<file path="src/rtl/ctrl_seq_pkg.sv">
// Shared definitions for the LU control-word sequencer: state codes and
// default control-word layout constants.
package ctrl_seq_pkg;

    localparam int unsigned     CTRL_WIDTH_DEF = 60;
    localparam logic [59:0]     NOP_WORD_DEF   = '0;

    typedef logic [2:0] state_t;

    localparam state_t ST_IDLE    = 3'd0;
    localparam state_t ST_HANDOFF = 3'd1;
    localparam state_t ST_RUN     = 3'd2;
    localparam state_t ST_DRAIN   = 3'd3;
    localparam state_t ST_FINISH  = 3'd4;

endpackage

</file>
<file path="src/rtl/ctrl_word_fifo.sv">
// Synchronous FIFO for control words; extra pointer MSB distinguishes full
// from empty. Read data is the head entry, valid whenever empty is low.
module ctrl_word_fifo #(
    parameter int unsigned WIDTH = 60,
    parameter int unsigned DEPTH = 16
) (
    input  logic             clk,
    input  logic             rst_n,
    input  logic             flush,
    input  logic             push,
    input  logic             pop,
    input  logic [WIDTH-1:0] din,
    output logic [WIDTH-1:0] dout,
    output logic             full,
    output logic             empty
);

    localparam int unsigned AW = $clog2(DEPTH);

    logic [WIDTH-1:0] mem [DEPTH];
    logic [AW:0]      wr_ptr;
    logic [AW:0]      rd_ptr;
    logic             push_ok;
    logic             pop_ok;

    always_comb begin
        full    = (wr_ptr[AW] != rd_ptr[AW]) && (wr_ptr[AW-1:0] == rd_ptr[AW-1:0]);
        empty   = (wr_ptr == rd_ptr);
        push_ok = push && !full;
        pop_ok  = pop && !empty;
        dout    = mem[rd_ptr[AW-1:0]];
    end

    always_ff @(posedge clk or negedge rst_n) begin
        if (!rst_n) begin
            wr_ptr <= '0;
            rd_ptr <= '0;
        end else if (flush) begin
            wr_ptr <= '0;
            rd_ptr <= '0;
        end else begin
            if (push_ok) wr_ptr <= wr_ptr + (AW+1)'(1);
            if (pop_ok)  rd_ptr <= rd_ptr + (AW+1)'(1);
        end
    end

    always_ff @(posedge clk) begin
        if (push_ok) mem[wr_ptr[AW-1:0]] <= din;
    end

endmodule

</file>
<file path="src/rtl/ctrl_word_sequencer.sv">
// Transmit end of the LU control interface: buffers host control words and
// issues them one per cycle during a commanded run, with NOP fill and drain.
module ctrl_word_sequencer
    import ctrl_seq_pkg::*;
#(
    parameter int unsigned           CTRL_WIDTH   = CTRL_WIDTH_DEF,
    parameter int unsigned           FIFO_DEPTH   = 16,
    parameter int unsigned           CNT_WIDTH    = 16,
    parameter int unsigned           DRAIN_CYCLES = 8,
    parameter logic [CTRL_WIDTH-1:0] NOP_WORD     = CTRL_WIDTH'(NOP_WORD_DEF)
) (
    input  logic                  CLK_100,
    input  logic                  locked,
    input  logic [CTRL_WIDTH-1:0] ctrl_in_data,
    input  logic                  ctrl_in_valid,
    output logic                  ctrl_in_ready,
    input  logic                  start,
    input  logic [CNT_WIDTH-1:0]  word_count,
    input  logic                  flush,
    output logic [CTRL_WIDTH-1:0] CTRL_Signal,
    output logic                  bram_ZYNQ_sel,
    output logic                  busy,
    output logic                  done,
    output logic                  underrun,
    output logic [CNT_WIDTH-1:0]  issued_count
);

    localparam int unsigned DW = $clog2(DRAIN_CYCLES + 1);

    state_t                state;
    state_t                state_nxt;
    logic [CNT_WIDTH-1:0]  run_len;
    logic [DW-1:0]         drain_cnt;
    logic [CTRL_WIDTH-1:0] fifo_dout;
    logic                  fifo_full;
    logic                  fifo_empty;
    logic                  fifo_pop;
    logic                  fifo_flush;
    logic                  last_pop;
    logic                  start_ok;

    ctrl_word_fifo #(
        .WIDTH (CTRL_WIDTH),
        .DEPTH (FIFO_DEPTH)
    ) u_fifo (
        .clk   (CLK_100),
        .rst_n (locked),
        .flush (fifo_flush),
        .push  (ctrl_in_valid),
        .pop   (fifo_pop),
        .din   (ctrl_in_data),
        .dout  (fifo_dout),
        .full  (fifo_full),
        .empty (fifo_empty)
    );

    always_comb begin
        ctrl_in_ready = !fifo_full;
        start_ok      = (state == ST_IDLE) && start;
        fifo_flush    = (state == ST_IDLE) && flush;
        fifo_pop      = (state == ST_RUN) && !fifo_empty;
        last_pop      = fifo_pop && (issued_count == run_len - CNT_WIDTH'(1));
        busy          = (state == ST_HANDOFF) || (state == ST_RUN) || (state == ST_DRAIN);
        bram_ZYNQ_sel = !busy;
        done          = (state == ST_FINISH);
    end

    always_comb begin
        state_nxt = state;
        case (state)
            ST_IDLE:    if (start_ok) state_nxt = (word_count == '0) ? ST_FINISH : ST_HANDOFF;
            ST_HANDOFF: state_nxt = ST_RUN;
            ST_RUN:     if (last_pop) state_nxt = ST_DRAIN;
            ST_DRAIN:   if (drain_cnt == DW'(DRAIN_CYCLES)) state_nxt = ST_FINISH;
            ST_FINISH:  state_nxt = ST_IDLE;
            default:    state_nxt = ST_IDLE;
        endcase
    end

    // Drain count starts at 0 on the cycle the last real word is on the bus,
    // so DRAIN_CYCLES full NOP cycles follow it before FINISH.
    always_ff @(posedge CLK_100 or negedge locked) begin
        if (!locked) begin
            state        <= ST_IDLE;
            CTRL_Signal  <= NOP_WORD;
            run_len      <= '0;
            drain_cnt    <= '0;
            underrun     <= 1'b0;
            issued_count <= '0;
        end else begin
            state       <= state_nxt;
            CTRL_Signal <= fifo_pop ? fifo_dout : NOP_WORD;
            drain_cnt   <= (state == ST_DRAIN) ? drain_cnt + DW'(1) : '0;
            if (start_ok && (word_count != '0)) begin
                run_len      <= word_count;
                issued_count <= '0;
                underrun     <= 1'b0;
            end else if (state == ST_RUN) begin
                if (fifo_pop) begin
                    if (issued_count != '1) issued_count <= issued_count + CNT_WIDTH'(1);
                end else begin
                    underrun <= 1'b1;
                end
            end
        end
    end

endmodule

</file>
<file path="config.mk">
export PLATFORM = sky130hd
export DESIGN_NAME = ctrl_word_sequencer
export DESIGN_NICKNAME = d
export VERILOG_FILES = /design/src/rtl/ctrl_seq_pkg.sv /design/src/rtl/ctrl_word_fifo.sv /design/src/rtl/ctrl_word_sequencer.sv
export SDC_FILE = /design/constraint.sdc
export NUM_CORES = 1
export LEC_CHECK = 0
export CORE_ASPECT_RATIO = 1.25
export CORE_MARGIN = 2
export CORE_UTILIZATION = 30
export CTS_CLUSTER_DIAMETER = 120
export DETAILED_ROUTE_END_ITERATION = 7
export GPL_TIMING_DRIVEN = 0
export PLACE_DENSITY_LB_ADDON = 0.15
export SLEW_MARGIN = 20
export SYNTH_ARGS = -nofsm -noshare
export SYNTH_HDL_FRONTEND = slang
export SYNTH_SLANG_ARGS = --single-unit
</file>
<file path="constraint.sdc">
create_clock -name CLK_100 -period 14.4 [get_ports CLK_100]
set_clock_uncertainty 0.1 [all_clocks]
set_input_delay 2.16 -clock CLK_100 [delete_from_list [all_inputs] [get_ports CLK_100]]
set_output_delay 2.16 -clock CLK_100 [all_outputs]
set_load 0.05 [all_outputs]
</file>
==> results.cfg, run 1 <==
[placed_design]
place_hpwl_um = 72700
dpl.cell_count = 3861
dpl-instance-area_mm2 = 0.0466
port-buffer-count = 161
gp_congestion = 0.798

[floorplan]
core_area_mm2 = 0.136
rows = 151
die_h_um = 417
num_io_pins = 162
initial_core_util_pct = 30.2
die-area_mm2 = 0.140
die_w_um = 335

[detailed_routing]
routedWlPerCell_um = 27.7
routed_via_density = 4.88
wirelength_um = 113000
vias = 19862
dr.pass1.iters = 8
drc = 0
drtIter0Drc = 1743
ant_nets = 0

[pwr]
leakage_nw = 16.2
ir_drop_uv = 92.9
p_per_area_mw_per_mm2 = 207
finalPower_mw = 10.4

[yosys]
synth_edf_count = 960
synth_area_mm2 = 0.0410
syn-num-nets = 1935
ys_seq_area_share_pct = 77.0
synth_warnings = 0
synthArstFlopShare_pct = 10.3
synth_cell_types = 55
ys_ff_latch = 1070
synth_cells = 1845
syn_avg_cell_area_um2 = 22.2
ys.flop_type = edfxtp_1

[cts]
numCtsBuffers = 111
hold_buffers = 0
ctsResizeCount = 0
cts.sinks = 1070
insertion_delay_ns = 0.73
clock_path_buffers = 3
htreeDepth = 3
cts_setup_buffers = 0
tritoncts = yes
cts-root-buf = clkbuf_16
clk_pin_slew_ns = 0.06

[timing]
rsz0062_at_grt = false
holdWs_ns = 0.402
fin_crit_sh_pct = 37.2
fmax_ghz = 0.187
slew_headroom_pct = 31.6
setup_viol = 0
tightestPinTransition_ns = 1.03
min_period_ns = 5.35
hold_violations = 0
drv_slew = 0

[global_route]
antenna_found_initial = 15
grt_pass1_wl_um = 159000
gr-total-overflow = 0
track_usage_pct = 16.2
grt_pass1_vias = 21096
grt_max_degree = 75

[worst_setup_path]
startpoint_type = flop
r2r_start = u_fifo.rd_ptr[3]
path_class = flop to primary output
critical_path_required_ns = 12.14
startpoint = u_fifo.rd_ptr[3]
crit_path_max_fanout = 9
crit_arrival_ns = 3.09
cp-end-kind = primary output

[layout]
finalInstanceArea_mm2 = 0.0503
final_common_cell = edfxtp_1
fin_cells = 4072
nFillCells = 12334
final_cell_mix = edfxtp_1, mux4_2, clkdlybuf4s50_1, clkbuf_16, dfrtp_1
areaGrowthSynthToFinish_pct = 22.5
final_nets = 2305
drive_above_1_share_pct = 26.8

[outcome]
status = completed

[job]
cap_viol_max_count = 0

[worst_hold_path]
min-delay-start = drain_cnt[0]
hp-class = flop to flop
-- layout make-up --
cell class	instances	area (µm²)	area share (%)
inverter	11	46.3	0.0921
multi-input combinational	665	9090	18.1
timing repair buffer	257	3220	6.41
buffer	99	429	0.854
clock inverter	55	576	1.15
sequential	1070	31600	62.8
antenna	1	2.50	0.00498
tap	1759	2200	4.38
clock buffer	155	3120	6.20
-- power by group --
group / switching, mW / leakage (nW) / internal (mW) / total [mW]
Combinational: 2.02 / 4.37 / 1.50 / 3.52
Sequential: 0.158 / 10.0 / 3.82 / 3.97
Clock: 1.21 / 1.80 / 1.69 / 2.90
-- cell families after synthesis --
logic type	after synthesis	share of synthesized area [%]
flops	1070	77.0
mux	301	16.5
simple gates	266	3.39
buf+inv	110	1.11
xor+xnor	49	1.08
compound gates	40	0.677
fa+ha+maj	9	0.274
-- metrics by stage --
| step | setup WS, ns | utilization, % | setup TNS (ns) |
|---|---|---|---|
| global placement | -0.998 | 33.1 | -229.19 |
| detailed placement | 8.76 | 34.3 | 0 |
| floorplan | 6.85 | - | 0 |
| finish | 9.05 | 37.1 | 0 |
| CTS | 8.98 | 37.1 | 0 |
| global route | 8.96 | 37.1 | 0 |
-- worst paths after layout --
check,to,slack (ns),cells past startpoint
max,ctrl_in_ready,9.05,5
min,drain_cnt[0],0.40,1
max reg2reg,u_fifo.mem[0][25],10.00,10
min reg2reg,drain_cnt[0],0.40,1
max in group asynchronous,CTRL_Signal[49],12.15,2
min in group asynchronous,CTRL_Signal[35],1.23,1
-- metal layers --
metal  wire, µm  global-route usage (%)  up-vias  part of all wire [%]
met4       2080                    4.19       16                   1.8
met5         94                       0        -                 0.083
met2      58600                    28.4      585                    52
met1      45800                    20.6    10711                    41
met3       6050                    2.78      149                   5.4
li1           -                       -     8401                     -
-- sequential cells by signal, summed over array words and instances, names as in the netlist --
signal         count
underrun           1
CTRL_Signal       60
u_fifo.mem       960
u_fifo.wr_ptr      5
run_len           16
drain_cnt          4
issued_count      16
u_fifo.rd_ptr      5
state              3
-- Yosys cell counts, drive strengths merged (3+ instances only) --
cell / number / area share [%]
buf: 34 / 0.42
or3: 7 / 0.12
mux4: 300 / 16
and2: 65 / 0.99
clkbuf: 65 / 0.59
nand4: 16 / 0.24
dfrtp: 110 / 6.7
edfxtp: 960 / 70
nand2: 63 / 0.58
a21oi: 8 / 0.098
and3: 3 / 0.046
and4: 3 / 0.064
nor4: 13 / 0.21
nand3: 11 / 0.13
xor2: 24 / 0.51
a2111oi: 3 / 0.064
nor4b: 3 / 0.064
nand2b: 6 / 0.091
xnor2: 24 / 0.51
nor2: 53 / 0.50
o21ai: 9 / 0.11
inv: 11 / 0.10
or4: 3 / 0.064
ha: 9 / 0.27
nor3: 16 / 0.20
-- worst max-delay path: stages (launching register included) --
cell and delay [ns]:
dfrtp_1 0.32, clkbuf_1 0.67, xnor2_1 0.17, and4_1 0.27
nand2_1 0.12, clkdlybuf4s50_1 0.82
(Power assumes the default switching activity.)
==> inputs of run 2 (changes only) <==
==> constraint.sdc (replaced) <==
create_clock -name CLK_100 -period 5.1 [get_ports CLK_100]
set_clock_uncertainty 0.1 [all_clocks]
set_input_delay 0.765 -clock CLK_100 [delete_from_list [all_inputs] [get_ports CLK_100]]
set_output_delay 0.765 -clock CLK_100 [all_outputs]
set_load 0.05 [all_outputs]
==> run 2 against run 1 <==
Net effect: routed wire length about the same; global-route usage about the same; clock power rose to 2.8 times the previous value; total power rose to 2.8 times the previous value; cell area about the same; sequential power rose to 2.8 times the previous value; register-to-register slack worse by 9.3 ns; flip-flop and latch count unchanged; highest routed layer unchanged.
==> results.cfg, run 2 (synthesis results as in run 1) <==
[floorplan]
num_io_pins = 162
die-area_mm2 = 0.140
rows = 151
die_w_um = 335
initial_core_util_pct = 30.2
core_area_mm2 = 0.136
die_h_um = 417

[worst_setup_path]
cp_slowest_cell = nor3_2
r2r-end = u_fifo.mem[0][25]
path_class = flop to flop
max_stage_delay_ns = 0.70
r2r_start = u_fifo.rd_ptr[3]
startpoint_type = flop
reg2reg_depth = 10
cp-end-kind = flop
r2r_setup_slack_ns = 0.71
crit_path_max_fanout = 9
cp_common_cell = buf_4
path_cells = clkbuf_1, xnor2_1, and4_1, a21boi_1, nand2_1, nor3_2, buf_4, buf_4, buf_6, buf_4
crit_arrival_ns = 4.72
critical_path_required_ns = 5.43

[worst_hold_path]
hp-class = flop to flop
holdPathEnd = drain_cnt[0]
min-delay-start = drain_cnt[0]
hold_depth = 1

[detailed_routing]
vias = 19939
drc = 0
routedWlPerCell_um = 27.7
dr.pass1.iters = 7
drtIter0Drc = 1799
wirelength_um = 113000
routed_via_density = 4.89
ant_nets = 0

[pwr]
power.switching_mw = 9.59
p_clk_share_pct = 27.9
seqPwrFrac_pct = 38.2
p_int_mw = 19.8
ir_drop_uv = 263
combPwrFrac_pct = 33.9
leakage_nw = 16.2
p_per_area_mw_per_mm2 = 584
swShare_pct = 32.6

[timing]
drv_slew = 0
rsz0062_at_grt = false
tightestPinTransition_ns = 1.03
fmax_ghz = 0.228
tns_ns = 0
hold_violations = 0
fin_crit_sh_pct = 86.1
slew_headroom_pct = 31.5
setup_viol = 0
min_period_ns = 4.39

[cts]
tritoncts = yes
clk_pin_slew_ns = 0.06
cts_setup_buffers = 0
htreeDepth = 3
cts-root-buf = clkbuf_16
numCtsBuffers = 111
clock_path_buffers = 3
cts.sinks = 1070
insertion_delay_ns = 0.73
ctsResizeCount = 0

[layout]
final_nets = 2306
final_core_util_pct = 37.1
areaGrowthSynthToFinish_pct = 22.5
final_common_cell = edfxtp_1
drive_above_1_share_pct = 26.8
final_cell_mix = edfxtp_1, mux4_2, clkdlybuf4s50_1, clkbuf_16, dfrtp_1
nFillCells = 12335
largest_reg_flops = 960

[global_route]
grt_pass1_wl_um = 159000
antenna_found_initial = 15
grt_max_degree = 75
grt_pass1_vias = 21104
gr-total-overflow = 0
track_usage_pct = 16.2

[outcome]
status = completed

[placed_design]
port-buffer-count = 161
gp_congestion = 0.798
place_hpwl_um = 72700

[job]
cap_viol_max_count = 0
run 2: what timing repair did:
action,CTS,global route
hold buffers,1,0
endpoints found under the hold margin,36,0
setup endpoints to repair,0,0
run 2: cell type report:
type / instances / area (µm²) / share of cell area [%]
repair buffers: 258 / 3230 / 6.43
plain buffers: 99 / 429 / 0.854
multi-input cells: 665 / 9090 / 18.1
flip-flops and latches: 1070 / 31600 / 62.8
diodes: 2 / 5.00 / 0.00995
clock inverters: 55 / 576 / 1.14
inverters: 11 / 46.3 / 0.0921
well taps: 1759 / 2200 / 4.38
clock buffers: 155 / 3120 / 6.20
run 2: metal layers:
metal | share of wire (%) | global-route usage, % | up-vias
met4 | 1.8 | 4.19 | 16
met3 | 5.5 | 2.78 | 153
li1 | - | - | 8399
met5 | 0.083 | 0 | -
met1 | 41 | 20.6 | 10783
met2 | 52 | 28.4 | 588
run 2: worst max-delay path by stage:
stage | startpoint | end | slack (ns) | cells after the start
after global placement | u_fifo.rd_ptr[3] | u_fifo.mem[2][15] | -9.09 | 6
after CTS | u_fifo.rd_ptr[1] | u_fifo.mem[0][25] | 0.64 | 10
after detailed placement | u_fifo.rd_ptr[1] | u_fifo.mem[0][25] | 0.63 | 10
after floorplan | u_fifo.wr_ptr[3] | u_fifo.mem[3][0] | -1.24 | 6
after global routing | u_fifo.rd_ptr[3] | u_fifo.mem[0][25] | 0.46 | 10
final | u_fifo.rd_ptr[3] | u_fifo.mem[0][25] | 0.71 | 10
run 2: metrics by stage:
stage / area [µm²] / power, mW / hold WS, ns / std cells / setup WS, ns
2_1_floorplan: 41000 / 17.6 / 0.359 / 1845 / -1.24
3_3_place_gp: 44800 / 21.3 / 0.375 / 3765 / -9.09
3_5_place_dp: 46600 / 21.6 / 0.406 / 3861 / 0.626
4_1_cts: 50300 / 29.9 / 0.415 / 4072 / 0.644
5_1_grt: 50300 / 30.7 / 0.427 / 4072 / 0.464
6_report: 50300 / 29.4 / 0.403 / 4074 / 0.707
run 2: critical path: cells and delay by family (launching register included):
| family | cells | cell delay (ns) |
|---|---|---|
| flip-flops | 1 | 0.32 |
| buffers and inverters | 5 | 1.58 |
| AND/OR/NAND/NOR | 3 | 1.35 |
| AO/OA/AOI/OAI | 1 | 0.56 |
| XOR/XNOR | 1 | 0.17 |
run 2: power groups by stage:
stage | clock [mW] | sequential (mW) | combinational [mW]
6_report | 8.20 | 11.2 | 9.96
3_3_place_gp | 0 | 11.6 | 9.69
3_5_place_dp | 0 | 11.4 | 10.2
4_1_cts | 8.44 | 11.2 | 10.3
5_1_grt | 8.76 | 11.3 | 10.6
2_1_floorplan | 0 | 12.3 | 5.31
